==> config.mk <==
export PLATFORM = sky130hd
export DESIGN_NAME = register_file_flat
export DESIGN_NICKNAME = d
export VERILOG_FILES = /design/src/rtl/regfile_pkg.sv /design/src/rtl/register_file_if.sv /design/src/rtl/register_n.sv /design/src/rtl/register_file.sv /design/src/flat_wrapper.sv
export SDC_FILE = /design/constraint.sdc
export NUM_CORES = 1
export LEC_CHECK = 0
export CELL_PAD_IN_SITES_DETAIL_PLACEMENT = 2
export CELL_PAD_IN_SITES_GLOBAL_PLACEMENT = 2
export CORE_MARGIN = 4
export CORE_UTILIZATION = 35
export CTS_BUF_LIST = sky130_fd_sc_hd__clkbuf_4
export DETAILED_ROUTE_END_ITERATION = 12
export PLACE_DENSITY_LB_ADDON = 0.1
export SLEW_MARGIN = 25
export SYNTH_ARGS = -nofsm -noshare
export SYNTH_HDL_FRONTEND = slang
export SYNTH_SLANG_ARGS = --single-unit
==> constraint.sdc <==
create_clock -name clk -period 1.7 [get_ports clk]
set_input_delay 0.255 -clock clk [delete_from_list [all_inputs] [get_ports clk]]
set_output_delay 0.255 -clock clk [all_outputs]
set_load 0.03 [all_outputs]
==> src/rtl/regfile_pkg.sv <==
// Shared constants and types for the register file slice.
package regfile_pkg;

    localparam int RF_WIDTH = 8;
    localparam int RF_DEPTH = 8;
    localparam int RF_AW    = 3;
    localparam int WRCNT_W  = 8;

    typedef logic [WRCNT_W-1:0] wrCount_t;

endpackage

==> src/rtl/register_file_if.sv <==
// Write/read bus of the register file; master drives the request side,
// slave (the register file) returns the registered read data and write count.
interface register_file_if
    import regfile_pkg::*;
#(
    parameter int WIDTH = RF_WIDTH,
    parameter int AW    = RF_AW
);

    logic             we;
    logic [AW-1:0]    waddr;
    logic [WIDTH-1:0] wdata;
    logic [AW-1:0]    raddr_a;
    logic [AW-1:0]    raddr_b;
    logic [WIDTH-1:0] rdata_a;
    logic [WIDTH-1:0] rdata_b;
    wrCount_t         wr_count;

    modport master (
        output we, waddr, wdata, raddr_a, raddr_b,
        input  rdata_a, rdata_b, wr_count
    );

    modport slave (
        input  we, waddr, wdata, raddr_a, raddr_b,
        output rdata_a, rdata_b, wr_count
    );

endinterface

==> src/rtl/register_n.sv <==
// One WIDTH-bit storage register with synchronous reset and load enable.
module register_n #(
    parameter int WIDTH = 8
) (
    input  logic             clk,
    input  logic             reset,
    input  logic             en_i,
    input  logic [WIDTH-1:0] d_i,
    output logic [WIDTH-1:0] q_o
);

    logic [WIDTH-1:0] data_q;

    // Reset wins over a load; otherwise load when enabled, else hold.
    always_ff @(posedge clk) begin
        if (reset) begin
            data_q <= '0;
        end else if (en_i) begin
            data_q <= d_i;
        end
    end

    assign q_o = data_q;

endmodule

==> src/rtl/register_file.sv <==
// Register file with one write port and two registered read ports.
// Register 0 is hard-wired to zero; reads bypass a same-edge write.
module register_file
    import regfile_pkg::*;
#(
    parameter int WIDTH = RF_WIDTH,
    parameter int DEPTH = RF_DEPTH,
    parameter int AW    = RF_AW
) (
    input  logic              clk,
    input  logic              reset,
    register_file_if.slave    bus
);

    logic             writeAccept;
    logic [WIDTH-1:0] regQ [DEPTH];
    logic [WIDTH-1:0] rdataA_d;
    logic [WIDTH-1:0] rdataB_d;
    logic [WIDTH-1:0] rdataA_q;
    logic [WIDTH-1:0] rdataB_q;
    wrCount_t         wrCount_d;
    wrCount_t         wrCount_q;

    assign writeAccept = bus.we && (bus.waddr != '0);

    // Register 0 has no storage; it always reads as zero.
    assign regQ[0] = '0;

    for (genvar i = 1; i < DEPTH; i++) begin : gRegs
        register_n #(
            .WIDTH (WIDTH)
        ) uReg (
            .clk   (clk),
            .reset (reset),
            .en_i  (writeAccept && (bus.waddr == AW'(i))),
            .d_i   (bus.wdata),
            .q_o   (regQ[i])
        );
    end

    // Read muxes with write bypass, plus next value of the accepted-write counter.
    always_comb begin
        rdataA_d  = regQ[bus.raddr_a];
        rdataB_d  = regQ[bus.raddr_b];
        wrCount_d = wrCount_q;
        if (writeAccept && (bus.raddr_a == bus.waddr)) begin
            rdataA_d = bus.wdata;
        end
        if (writeAccept && (bus.raddr_b == bus.waddr)) begin
            rdataB_d = bus.wdata;
        end
        if (writeAccept) begin
            wrCount_d = wrCount_q + 1'b1;
        end
    end

    // Register read data and write count; reset clears both and drops any write.
    always_ff @(posedge clk) begin
        if (reset) begin
            rdataA_q  <= '0;
            rdataB_q  <= '0;
            wrCount_q <= '0;
        end else begin
            rdataA_q  <= rdataA_d;
            rdataB_q  <= rdataB_d;
            wrCount_q <= wrCount_d;
        end
    end

    assign bus.rdata_a  = rdataA_q;
    assign bus.rdata_b  = rdataB_q;
    assign bus.wr_count = wrCount_q;

endmodule

==> src/flat_wrapper.sv <==
// flat-port wrapper written by rule: the top's interface ports become plain ports
module register_file_flat import regfile_pkg::*;
#(
    parameter int WIDTH = RF_WIDTH,
    parameter int DEPTH = RF_DEPTH,
    parameter int AW    = RF_AW
)
  (clk, reset, bus_we, bus_waddr, bus_wdata, bus_raddr_a, bus_raddr_b, bus_rdata_a, bus_rdata_b, bus_wr_count);
  register_file_if #(.WIDTH(WIDTH), .AW(AW)) bus_i ();
  input  logic clk;
  input  logic reset;
  input wire logic [$bits(bus_i.we)-1:0] bus_we;
  input wire logic [$bits(bus_i.waddr)-1:0] bus_waddr;
  input wire logic [$bits(bus_i.wdata)-1:0] bus_wdata;
  input wire logic [$bits(bus_i.raddr_a)-1:0] bus_raddr_a;
  input wire logic [$bits(bus_i.raddr_b)-1:0] bus_raddr_b;
  output wire logic [$bits(bus_i.rdata_a)-1:0] bus_rdata_a;
  output wire logic [$bits(bus_i.rdata_b)-1:0] bus_rdata_b;
  output wire logic [$bits(bus_i.wr_count)-1:0] bus_wr_count;
  assign bus_i.we = bus_we;
  assign bus_i.waddr = bus_waddr;
  assign bus_i.wdata = bus_wdata;
  assign bus_i.raddr_a = bus_raddr_a;
  assign bus_i.raddr_b = bus_raddr_b;
  assign bus_rdata_a = bus_i.rdata_a;
  assign bus_rdata_b = bus_i.rdata_b;
  assign bus_wr_count = bus_i.wr_count;
  register_file #(.WIDTH(WIDTH), .DEPTH(DEPTH), .AW(AW)) u_core (.clk(clk), .reset(reset), .bus(bus_i));
endmodule
==> results.py, run 1 <==
metrics = {
    "final_layout": {
        "final_cell_mix": "106 x nand2_1, 80 x dfxtp_1, 56 x mux2i_1",
        "final_nets": 569,
        "drive_gt1_frac": 0.1447,
        "final_common_cell": "nand2_1",
        "fillers": 1225,
        "diodes": 0,
        "area_delta_synth_final_pct": 27.22,
    },
    "synthesis": {
        "ys_seq_area_frac": 0.4113,
        "synth_nets": 493,
        "ys_warn_count": 0,
        "synth_cell_type_count": 31,
        "syn_avg_cell_area_um2": 8.249,
        "synth.cell_area_um2": 3894,
        "synthCells": 472,
        "synth-seq-cells": 80,
    },
    "route": {
        "vias": 3775,
        "wl_um": 14810,
        "first_pass_iters": 4,
        "wire_per_inst_um": 21.38,
        "viasPerCell": 5.447,
        "drt_iter0_drc": 198,
        "ant_nets": 0,
        "drcViolationCount": 0,
    },
    "timing": {
        "final.period_utilization": 0.9435,
        "hold_viol_final": 0,
        "relSlewSlack": 0.6318,
        "min_period_ns": 1.604,
        "clock_skew_ns": 0.02056,
        "clock.fmax_mhz": 623.5,
        "setup_viol": 0,
        "tightest_slew_ns": 0.5523,
        "worst_slack_ns": 0.09605,
        "maxSlewViolCount": 0,
        "grt_setup_unrepaired": "false",
    },
    "power": {
        "p_sw_frac": 0.2959,
        "p_leak_nw": 1.924,
        "ir_drop_v": 0.0003513,
        "p_clk_frac": 0.284,
        "p_seq_frac": 0.546,
        "p_int_mw": 2.528,
        "p_per_area_nw_per_um2": 724.7,
        "combPwrFrac": 0.171,
        "finalPower_mw": 3.590,
        "p_switching_mw": 1.062,
    },
    "min_path": {
        "holdCritStartpoint": "reset",
        "hold_class": "in -> reg",
    },
    "floorplan": {
        "io_pins": 44,
        "dieHeight_um": 113.5,
        "initial_core_util": 0.3592,
        "rows": 38,
        "fp.dieW_um": 113.5,
        "fp.dieArea_um2": 12880,
        "core-area_um2": 10840,
    },
    "global_routing": {
        "grt_max_degree": 24,
        "gr-total-overflow": 0,
        "grt_pass1_wl_um": 23840,
        "grt_pass1_vias": 4250,
        "grt_usage": 0.2410,
        "gr-usage-met1": 0.3145,
        "grt_busiest_layer": "met2",
        "grtUsageMet3": 0.03077,
        "antenna_found_initial": 0,
        "use_met2": 0.4107,
    },
    "placed_design": {
        "hpwlAfterDp_um": 11010,
        "io_buffers": 43,
        "place_congestion": 0.8638,
        "place_ws_ns": -0.3969,
    },
    "clock_tree": {
        "post-cts-setup-buffers": 0,
        "clk_pin_slew_ns": 0.13,
        "cts_tree": "built",
        "cts_sinks": 80,
        "clk_latency_ns": 0.44,
        "cts_made_buffers": 9,
        "hold_buffers": 0,
        "htreeDepth": 3,
        "cts_root_buffer": "clkbuf_4",
        "clockBufferDepth": 2,
    },
    "critical_path": {
        "worstSetupEndpointType": "flop",
        "crit_path_max_fanout": 14,
        "crit_path_start_kind": "input port",
        "cp.arrival_ns": 1.92,
        "crit_type": "in -> reg",
        "required_ns": 2.02,
        "r2r_start": "u_core.gRegs[6].uReg.q_o[5]",
        "crit_start": "bus_raddr_b[1]",
    },
    "run_status": {
        "status": "complete, no violations",
    },
    "flow_run": {
        "cap_viol_max_count": 0,
    },
}
-- power groups by stage --
| stage | Clock, mW | Sequential (mW) | Combinational (mW) |
|---|---|---|---|
| floorplan | 0 | 2.03 | 0.290 |
| global placement | 0 | 2.00 | 0.597 |
| detailed placement | 0 | 2.00 | 0.621 |
| CTS | 1.04 | 1.96 | 0.612 |
| global route | 1.14 | 1.97 | 0.660 |
| finish | 1.02 | 1.96 | 0.613 |
-- flip-flops by register name, indices dropped and copies added (netlist names) --
register and count:
u_core.gRegs.uReg.q_o 56, u_core.bus.wr_count 8, u_core.bus.rdata_b 8, u_core.bus.rdata_a 8
-- cell usage after synthesis (all sizes together) --
cell       n  area share
nand2b     7       0.011
nor2      50       0.048
nand3      4      0.0051
ha         1      0.0032
nand3b     2      0.0039
and4       2      0.0058
a2111oi   14       0.040
buf       24       0.037
a21oi     50       0.064
or3        1      0.0016
xnor2      9       0.020
mux2i     56        0.14
and3       1      0.0016
nor3b      2      0.0064
nor2b      2      0.0032
dfxtp     80        0.41
o22ai     18       0.029
nor3      21       0.030
o21ai      1      0.0013
and2b      1      0.0019
xor2       3      0.0067
clkbuf     9      0.0087
nand4      6      0.0096
nand2    106        0.10
o31ai      1      0.0019
o31a       1      0.0022
-- timing repair --
| item | CTS | global route |
|---|---|---|
| pin swaps | 0 | 0 |
| gates resized for setup | 24 | 3 |
| endpoints found under the setup margin | 24 | 2 |
-- layout make-up --
type / instances / area, um^2 / share of cell area
Clock inverter: 4 / 21.27 / 0.004294
Sequential cell: 80 / 1602 / 0.3233
Multi-Input combinational cell: 359 / 2132 / 0.4304
Tap cell: 140 / 175.2 / 0.03536
Clock buffer: 12 / 90.09 / 0.01819
Timing Repair Buffer: 98 / 933.4 / 0.1884
-- cell families (layout without fill, tap and decap cells) --
group / Yosys count / in the layout / synth area share
adders and majority gates: 1 / 1 / 0.003213
muxes: 56 / 56 / 0.1440
DFF: 80 / 80 / 0.4113
buffers and inverters: 33 / 114 / 0.04531
xor gates and xnor gates: 12 / 12 / 0.02699
AOI/OAI and AO/OA: 85 / 85 / 0.1385
and+or+nand+nor: 205 / 205 / 0.2307
-- critical path, cell delays in order --
cell and delay [ns]:
clkdlybuf4s50_1 0.53, buf_12 0.17, buf_4 0.13, mux2i_1 0.19, o22ai_1 0.14, a2111oi_1 0.40, nor3_1 0.09
-- routing by layer --
metal  vias up  wire length, um
met4         0              240
li1       1786                -
met2        65             7266
met1      1904             6799
met5         -                0
met3        20              506
-- worst paths after layout --
check / end / depth (start not counted) / slack, ns
worst min register to register: u_core.gRegs[3].uReg.q_o[7] / 2 / 0.48
worst max register to register: u_core.bus.rdata_a[5] / 4 / 0.37
worst min-delay path: u_core.gRegs[2].uReg.q_o[0] / 2 / 0.30
worst max-delay path: u_core.bus.rdata_b[2] / 7 / 0.1
-- stage by stage --
stage,util,cells,cell area (um^2),TNS [ns],hold WS [ns]
final,0.4569,693,4954,0,0.3030
after global routing,0.4569,693,4954,0,0.2888
after CTS,0.4554,693,4937,0,0.2824
after detailed placement,0.4479,677,4856,-10.55,0.4666
after global placement,0.4479,677,4856,-4.924,0.4620
after floorplan,-,472,3894,0,0.4480
No activity file was read; power rests on OpenSTA's default activity.
==> run 2: changes to the inputs <==
ABC_AREA = 1   (was default)
CORE_UTILIZATION = 32   (was 35)
==> run 2 against run 1 <==
Against the previous run: core utilization is 3.9 points lower; flip-flop and latch count stayed put; global-route usage is 1.1 points higher; largest power group unchanged.
==> results.py, run 2 <==
metrics = {
    "run_status": {
        "status": "complete, no violations",
    },
    "synthesis": {
        "async_reset_ff_frac": 0,
        "synth_cell_type_count": 24,
        "syn_avg_cell_area_um2": 6.362,
        "synth_top_cell_by_area": "dfxtp_1",
        "synth.cell_area_um2": 4224,
        "yosys.cell_count.top_type": "nand2_1",
        "synth-seq-cells": 80,
        "synth-edff-count": 0,
        "synth_top_area_frac": 0.3791,
        "synthCells": 664,
        "ys_seq_area_frac": 0.3791,
        "synth_nets": 685,
        "synth_area_leaders": "dfxtp_1 38%, nand2_1 17%, a21oi_1 9.4%",
        "synth-main-ff-cell": "dfxtp_1",
        "ys_warn_count": 0,
        "ys_top_cells_by_count": "193 x nand2_1, 80 x dfxtp_1, 79 x a21oi_1",
    },
    "final_layout": {
        "final_area_um2": 5335,
        "fin_cells": 908,
        "final_nets": 751,
        "final_core_util": 0.4177,
        "fillers": 1539,
        "final_cell_mix": "193 x nand2_1, 80 x dfxtp_1, 79 x a21oi_1",
        "drive_gt1_frac": 0.1143,
        "area_delta_synth_final_pct": 26.30,
        "largest_reg_flops": 56,
        "final_common_cell": "nand2_1",
    },
    "clock_tree": {
        "clk_latency_ns": 0.48,
        "clockBufferDepth": 2,
        "cts_tree": "built",
        "post-cts-setup-buffers": 0,
        "hold_buffers": 0,
        "cts_made_buffers": 9,
        "htreeDepth": 3,
        "cts_root_buffer": "clkbuf_4",
        "cts_sinks": 80,
        "clk_pin_slew_ns": 0.14,
    },
    "critical_path": {
        "max_stage_delay_ns": 0.43,
        "cp.arrival_ns": 1.31,
        "worstPathCellList": "dlygate4sd2_1",
        "crit_type": "reg -> out",
        "reg2reg_slack_ns": 0.34,
        "cpLargestDelayFamily": "buffers and inverters",
        "worstSetupEndpointType": "output port",
        "crit_path_max_fanout": 4,
        "crit_path_start_kind": "flop",
        "critPathBufInv": 1,
        "cp_slowest_cell": "dlygate4sd2_1",
        "r2r_start": "u_core.bus.wr_count[1]",
        "ff2ff_path_depth": 6,
        "r2r_end": "u_core.bus.wr_count[6]",
        "required_ns": 1.44,
    },
    "timing": {
        "clock_skew_ns": 0.01362,
        "final.period_utilization": 0.9234,
        "grt_setup_unrepaired": "false",
        "hold_viol_final": 0,
        "clock.fmax_mhz": 637.0,
        "setup_viol": 0,
        "tns_ns": 0,
        "holdWs_ns": 0.3696,
        "worst_slack_ns": 0.1302,
        "tightest_slew_ns": 0.3990,
        "relSlewSlack": 0.7337,
        "maxSlewViolCount": 0,
        "min_period_ns": 1.570,
    },
    "flow_run": {
        "cap_viol_max_count": 0,
    },
    "power": {
        "p_per_area_nw_per_um2": 781.2,
        "ir_drop_v": 0.0003449,
        "p_leak_nw": 2.511,
        "finalPower_mw": 4.168,
    },
    "global_routing": {
        "antenna_found_initial": 1,
        "grt_max_degree": 80,
        "gr-total-overflow": 0,
        "grt_pass1_vias": 5097,
        "grt_usage": 0.2517,
        "grt_pass1_wl_um": 28590,
    },
    "route": {
        "wire_per_inst_um": 19.90,
        "wl_um": 18070,
        "vias": 4740,
        "first_pass_iters": 5,
        "drt_iter0_drc": 239,
        "viasPerCell": 5.220,
        "drcViolationCount": 0,
        "ant_nets": 0,
    },
    "placed_design": {
        "place_congestion": 0.8708,
        "hpwlAfterDp_um": 13420,
        "postPlaceCellArea_um2": 5216,
        "io_buffers": 43,
        "dp_cells": 891,
        "place_ws_ns": -0.3390,
    },
    "floorplan": {
        "dieHeight_um": 122.9,
        "fp.dieArea_um2": 15100,
        "io_pins": 44,
        "core-area_um2": 12770,
        "initial_core_util": 0.3307,
        "rows": 41,
        "fp.dieW_um": 122.9,
    },
    "min_path": {
        "hold_path_end": "u_core.bus.wr_count[7]",
        "holdCritStartpoint": "reset",
        "worstHoldPathCells": 2,
        "hold_class": "in -> reg",
    },
}
## run 2: changes by cell type in the layout (fill, tap and decap cells not counted), sizes merged, moves of 30 or more
cell | previous run | this run
mux2i | 56 | 0
nand3 | 4 | 70
nand2 | 106 | 193
a21oi | 50 | 80
o21ai | 1 | 62
inv | 0 | 77
## run 2: timing repair
item / CTS / global route
hold endpoints to repair: 0 / 0
resized for setup: 24 / 0
setup endpoints to repair: 24 / 0
## run 2: layout make-up
class | instances | area [um^2] | area share
Antenna cell | 1 | 2.502 | 0.0004690
Clock buffer | 9 | 67.56 | 0.01266
Clock inverter | 7 | 78.83 | 0.01477
Inverter | 74 | 277.8 | 0.05206
Multi-Input combinational cell | 472 | 2178 | 0.4083
Sequential cell | 80 | 1602 | 0.3002
Tap cell | 172 | 215.2 | 0.04034
Timing Repair Buffer | 93 | 913.4 | 0.1712
## run 2: worst max-delay path by stage
stage	startpoint	end	slack, ns	cells past startpoint
CTS	u_core.bus.wr_count[2]	bus_wr_count[2]	0.08	1
global route	u_core.bus.wr_count[2]	bus_wr_count[2]	0.06	1
floorplan	u_core.bus.wr_count[1]	u_core.bus.wr_count[6]	0.31	6
global placement	bus_raddr_b[0]	u_core.bus.rdata_b[0]	-0.25	9
finish	u_core.bus.wr_count[2]	bus_wr_count[2]	0.13	1
detailed placement	bus_waddr[0]	u_core.bus.rdata_b[5]	-0.34	10
## run 2: layer usage
| metal | part of all wire | routed length (um) | GRT usage |
|---|---|---|---|
| met1 | 0.42 | 7642 | 0.2973 |
| met2 | 0.52 | 9427 | 0.4554 |
| met3 | 0.022 | 402 | 0.03431 |
| met4 | 0.033 | 593 | 0.1050 |
| met5 | 0 | 0 | 0 |
## run 2: where the power goes
part | leakage [nW] | internal (mW) | switching [mW]
combinational | 1.79 | 0.322 | 0.596
sequential | 0.652 | 1.95 | 0.0349
clock | 0.0696 | 0.462 | 0.798
## run 2: kinds of logic (layout without fill, tap and decap cells)
group	after synthesis	after routing	share of synthesized area
other	0	1	0
AO/OA/AOI/OAI	142	142	0.1709
adder cells (fa/ha/maj)	1	1	0.002962
flip-flops	80	80	0.3791
XOR/XNOR	2	2	0.007701
buffers and inverters	112	183	0.1052
AND/OR/NAND/NOR	327	327	0.3341
==> run 3: changes to the inputs <==
CORE_UTILIZATION = 31   (was 32)
CTS_BUF_LIST = default   (was sky130_fd_sc_hd__clkbuf_4)
GPL_TIMING_DRIVEN = 0   (was default)
SLEW_MARGIN = 20   (was 25)
==> run 3 against run 2 <==
Against the previous run: flip-flop and latch count is the same; maximum frequency shrank 6.5%; clock power is 54% higher; worst hold slack improved by 0.12 ns; critical endpoint is now u_core.gRegs[1].uReg.q_o[6]; clock skew down 0.0091 ns; core utilization shrank 2.6 points; global-route usage shrank 0.53 points; first-iteration DRC count shrank 4.2%; sequential power is essentially flat.
==> results.py, run 3 (same netlist as run 2, synthesis figures left out) <==
metrics = {
    "min_path": {
        "worstHoldPathCells": 2,
        "holdCritStartpoint": "u_core.bus.wr_count[2]",
        "hold_path_end": "u_core.bus.wr_count[2]",
        "hold_class": "reg -> reg",
    },
    "run_status": {
        "status": "complete, no violations",
    },
    "power": {
        "p_leak_nw": 2.398,
        "p_per_area_nw_per_um2": 927.2,
        "ir_drop_v": 0.0004717,
        "p_switching_mw": 1.474,
        "p_clk_frac": 0.403,
        "p_sw_frac": 0.3054,
        "finalPower_mw": 4.825,
        "combPwrFrac": 0.185,
        "p_seq_frac": 0.412,
        "p_int_mw": 3.351,
    },
    "floorplan": {
        "fp.dieArea_um2": 15560,
        "fp.dieW_um": 124.7,
        "dieHeight_um": 124.7,
        "core-area_um2": 13300,
        "io_pins": 44,
        "initial_core_util": 0.3177,
        "rows": 42,
    },
    "placed_design": {
        "place_congestion": 0.9394,
        "place_ws_ns": -0.5144,
        "io_buffers": 38,
        "hpwlAfterDp_um": 14360,
    },
    "final_layout": {
        "final_nets": 737,
        "largest_reg_flops": 56,
        "area_delta_synth_final_pct": 23.19,
        "final_cell_mix": "193 x nand2_1, 80 x dfxtp_1, 79 x a21oi_1",
        "diodes": 0,
        "drive_gt1_frac": 0.07917,
        "final_core_util": 0.3914,
        "final_common_cell": "nand2_1",
    },
    "route": {
        "wl_um": 19270,
        "vias": 4773,
        "wl_met2_um": 9721,
        "ant_nets": 0,
        "drcViolationCount": 0,
        "drt_iter0_drc": 229,
        "first_pass_iters": 4,
        "wl_met1_um": 7923,
        "wire_per_inst_um": 21.51,
        "routed.top_layer": "met4",
        "viasPerCell": 5.327,
        "routed-wl-met3_um": 852,
    },
    "timing": {
        "hold_viol_final": 0,
        "tightest_slew_ns": 0.6507,
        "final.period_utilization": 0.9872,
        "holdWs_ns": 0.4857,
        "min_period_ns": 1.678,
        "relSlewSlack": 0.5662,
        "clock.fmax_mhz": 595.8,
        "tns_ns": 0,
        "maxSlewViolCount": 0,
        "worst_slack_ns": 0.02169,
        "setup_viol": 0,
        "clock_skew_ns": 0.004488,
    },
    "critical_path": {
        "worstSetupEndpointType": "flop",
        "crit_path_start_kind": "input port",
        "crit_type": "in -> reg",
        "reg2reg_slack_ns": 0.34,
        "r2r_start": "u_core.bus.wr_count[1]",
        "cp.arrival_ns": 1.96,
        "ff2ff_path_depth": 6,
        "crit_path_max_fanout": 10,
        "required_ns": 1.98,
        "r2r_end": "u_core.bus.wr_count[6]",
    },
    "clock_tree": {
        "cts_sinks": 80,
        "clk_pin_slew_ns": 0.06,
        "htreeDepth": 3,
        "cts_root_buffer": "clkbuf_16",
        "clk_latency_ns": 0.35,
        "cts_tree": "built",
        "clockBufferDepth": 2,
        "cts_made_buffers": 9,
    },
    "global_routing": {
        "gr-total-overflow": 0,
        "antenna_found_initial": 0,
        "grt_pass1_wl_um": 29360,
        "grt_max_degree": 14,
        "grt_pass1_vias": 5133,
        "grt_usage": 0.2464,
    },
    "flow_run": {
        "cap_viol_max_count": 0,
    },
}
## run 3: cell count changes in the layout (fill, tap and decap cells not counted), moves of 3 or more
cell,previous run,this run
buf_2,0,15
dlygate4sd2_1,24,2
clkdlybuf4s50_1,19,30
dlymetal6s2s_1,0,6
clkbuf_16,0,9
clkbuf_1,0,16
clkbuf_4,9,1
buf_4,39,3
clkbuf_2,0,3
buf_1,0,3
buf_12,11,1
inv_6,3,0
## run 3: per-layer routing
metal	global-route usage	vias to the layer above
met1	0.2987	2384
met5	0	-
met4	0.1025	0
li1	-	2249
met2	0.4361	93
met3	0.03302	47
## run 3: worst max-delay path by stage
stage | start | endpoint | slack, ns | depth (start not counted)
2_1_floorplan | u_core.bus.wr_count[1] | u_core.bus.wr_count[6] | 0.31 | 6
3_3_place_gp | reset | u_core.bus.rdata_b[6] | -0.45 | 6
3_5_place_dp | reset | u_core.bus.rdata_b[1] | -0.51 | 6
4_1_cts | bus_waddr[2] | u_core.bus.rdata_a[4] | 0.006 | 7
5_1_grt | bus_we | u_core.gRegs[1].uReg.q_o[6] | -0.04 | 6
6_report | bus_we | u_core.gRegs[1].uReg.q_o[6] | 0.02 | 6
## run 3: critical path: stages
cell	delay (ns)
clkdlybuf4s50_1	0.54
inv_1	0.14
nor3_2	0.52
buf_4	0.29
o21ai_1	0.08
a21oi_1	0.14
## run 3: power by group through the flow
stage | Sequential [mW] | Clock (mW) | Combinational (mW)
floorplan | 2.09 | 0 | 0.434
global placement | 2.02 | 0 | 0.825
detailed placement | 2.03 | 0 | 0.855
CTS | 1.99 | 1.99 | 0.865
global route | 1.99 | 2.07 | 0.972
finish | 1.99 | 1.94 | 0.894
## run 3: timing repair
action / 4_1_cts / 5_1_grt
buffers inserted: 0 / 3
endpoints found under the setup margin: 13 / 41
resized for setup: 5 / 15
pin swaps: 0 / 1
hold buffers: 0 / 0
endpoints found under the hold margin: 0 / 0
## run 3: cell type report
cell class              count  area [um^2]
fillers                  1607         8092
flip-flops and latches     80         1602
plain buffers              38        172.7
inverters                  74        277.8
repair buffers             41        427.9
clock inverters             5        58.81
well taps                 176        220.2
multi-input cells         472         2216
clock buffers              10        229.0
## run 3: per-stage QoR
step	area (um^2)	cells
final	5204	896
after global routing	5204	896
after CTS	5121	893
after detailed placement	4825	878
after global placement	4825	878
after floorplan	4224	664
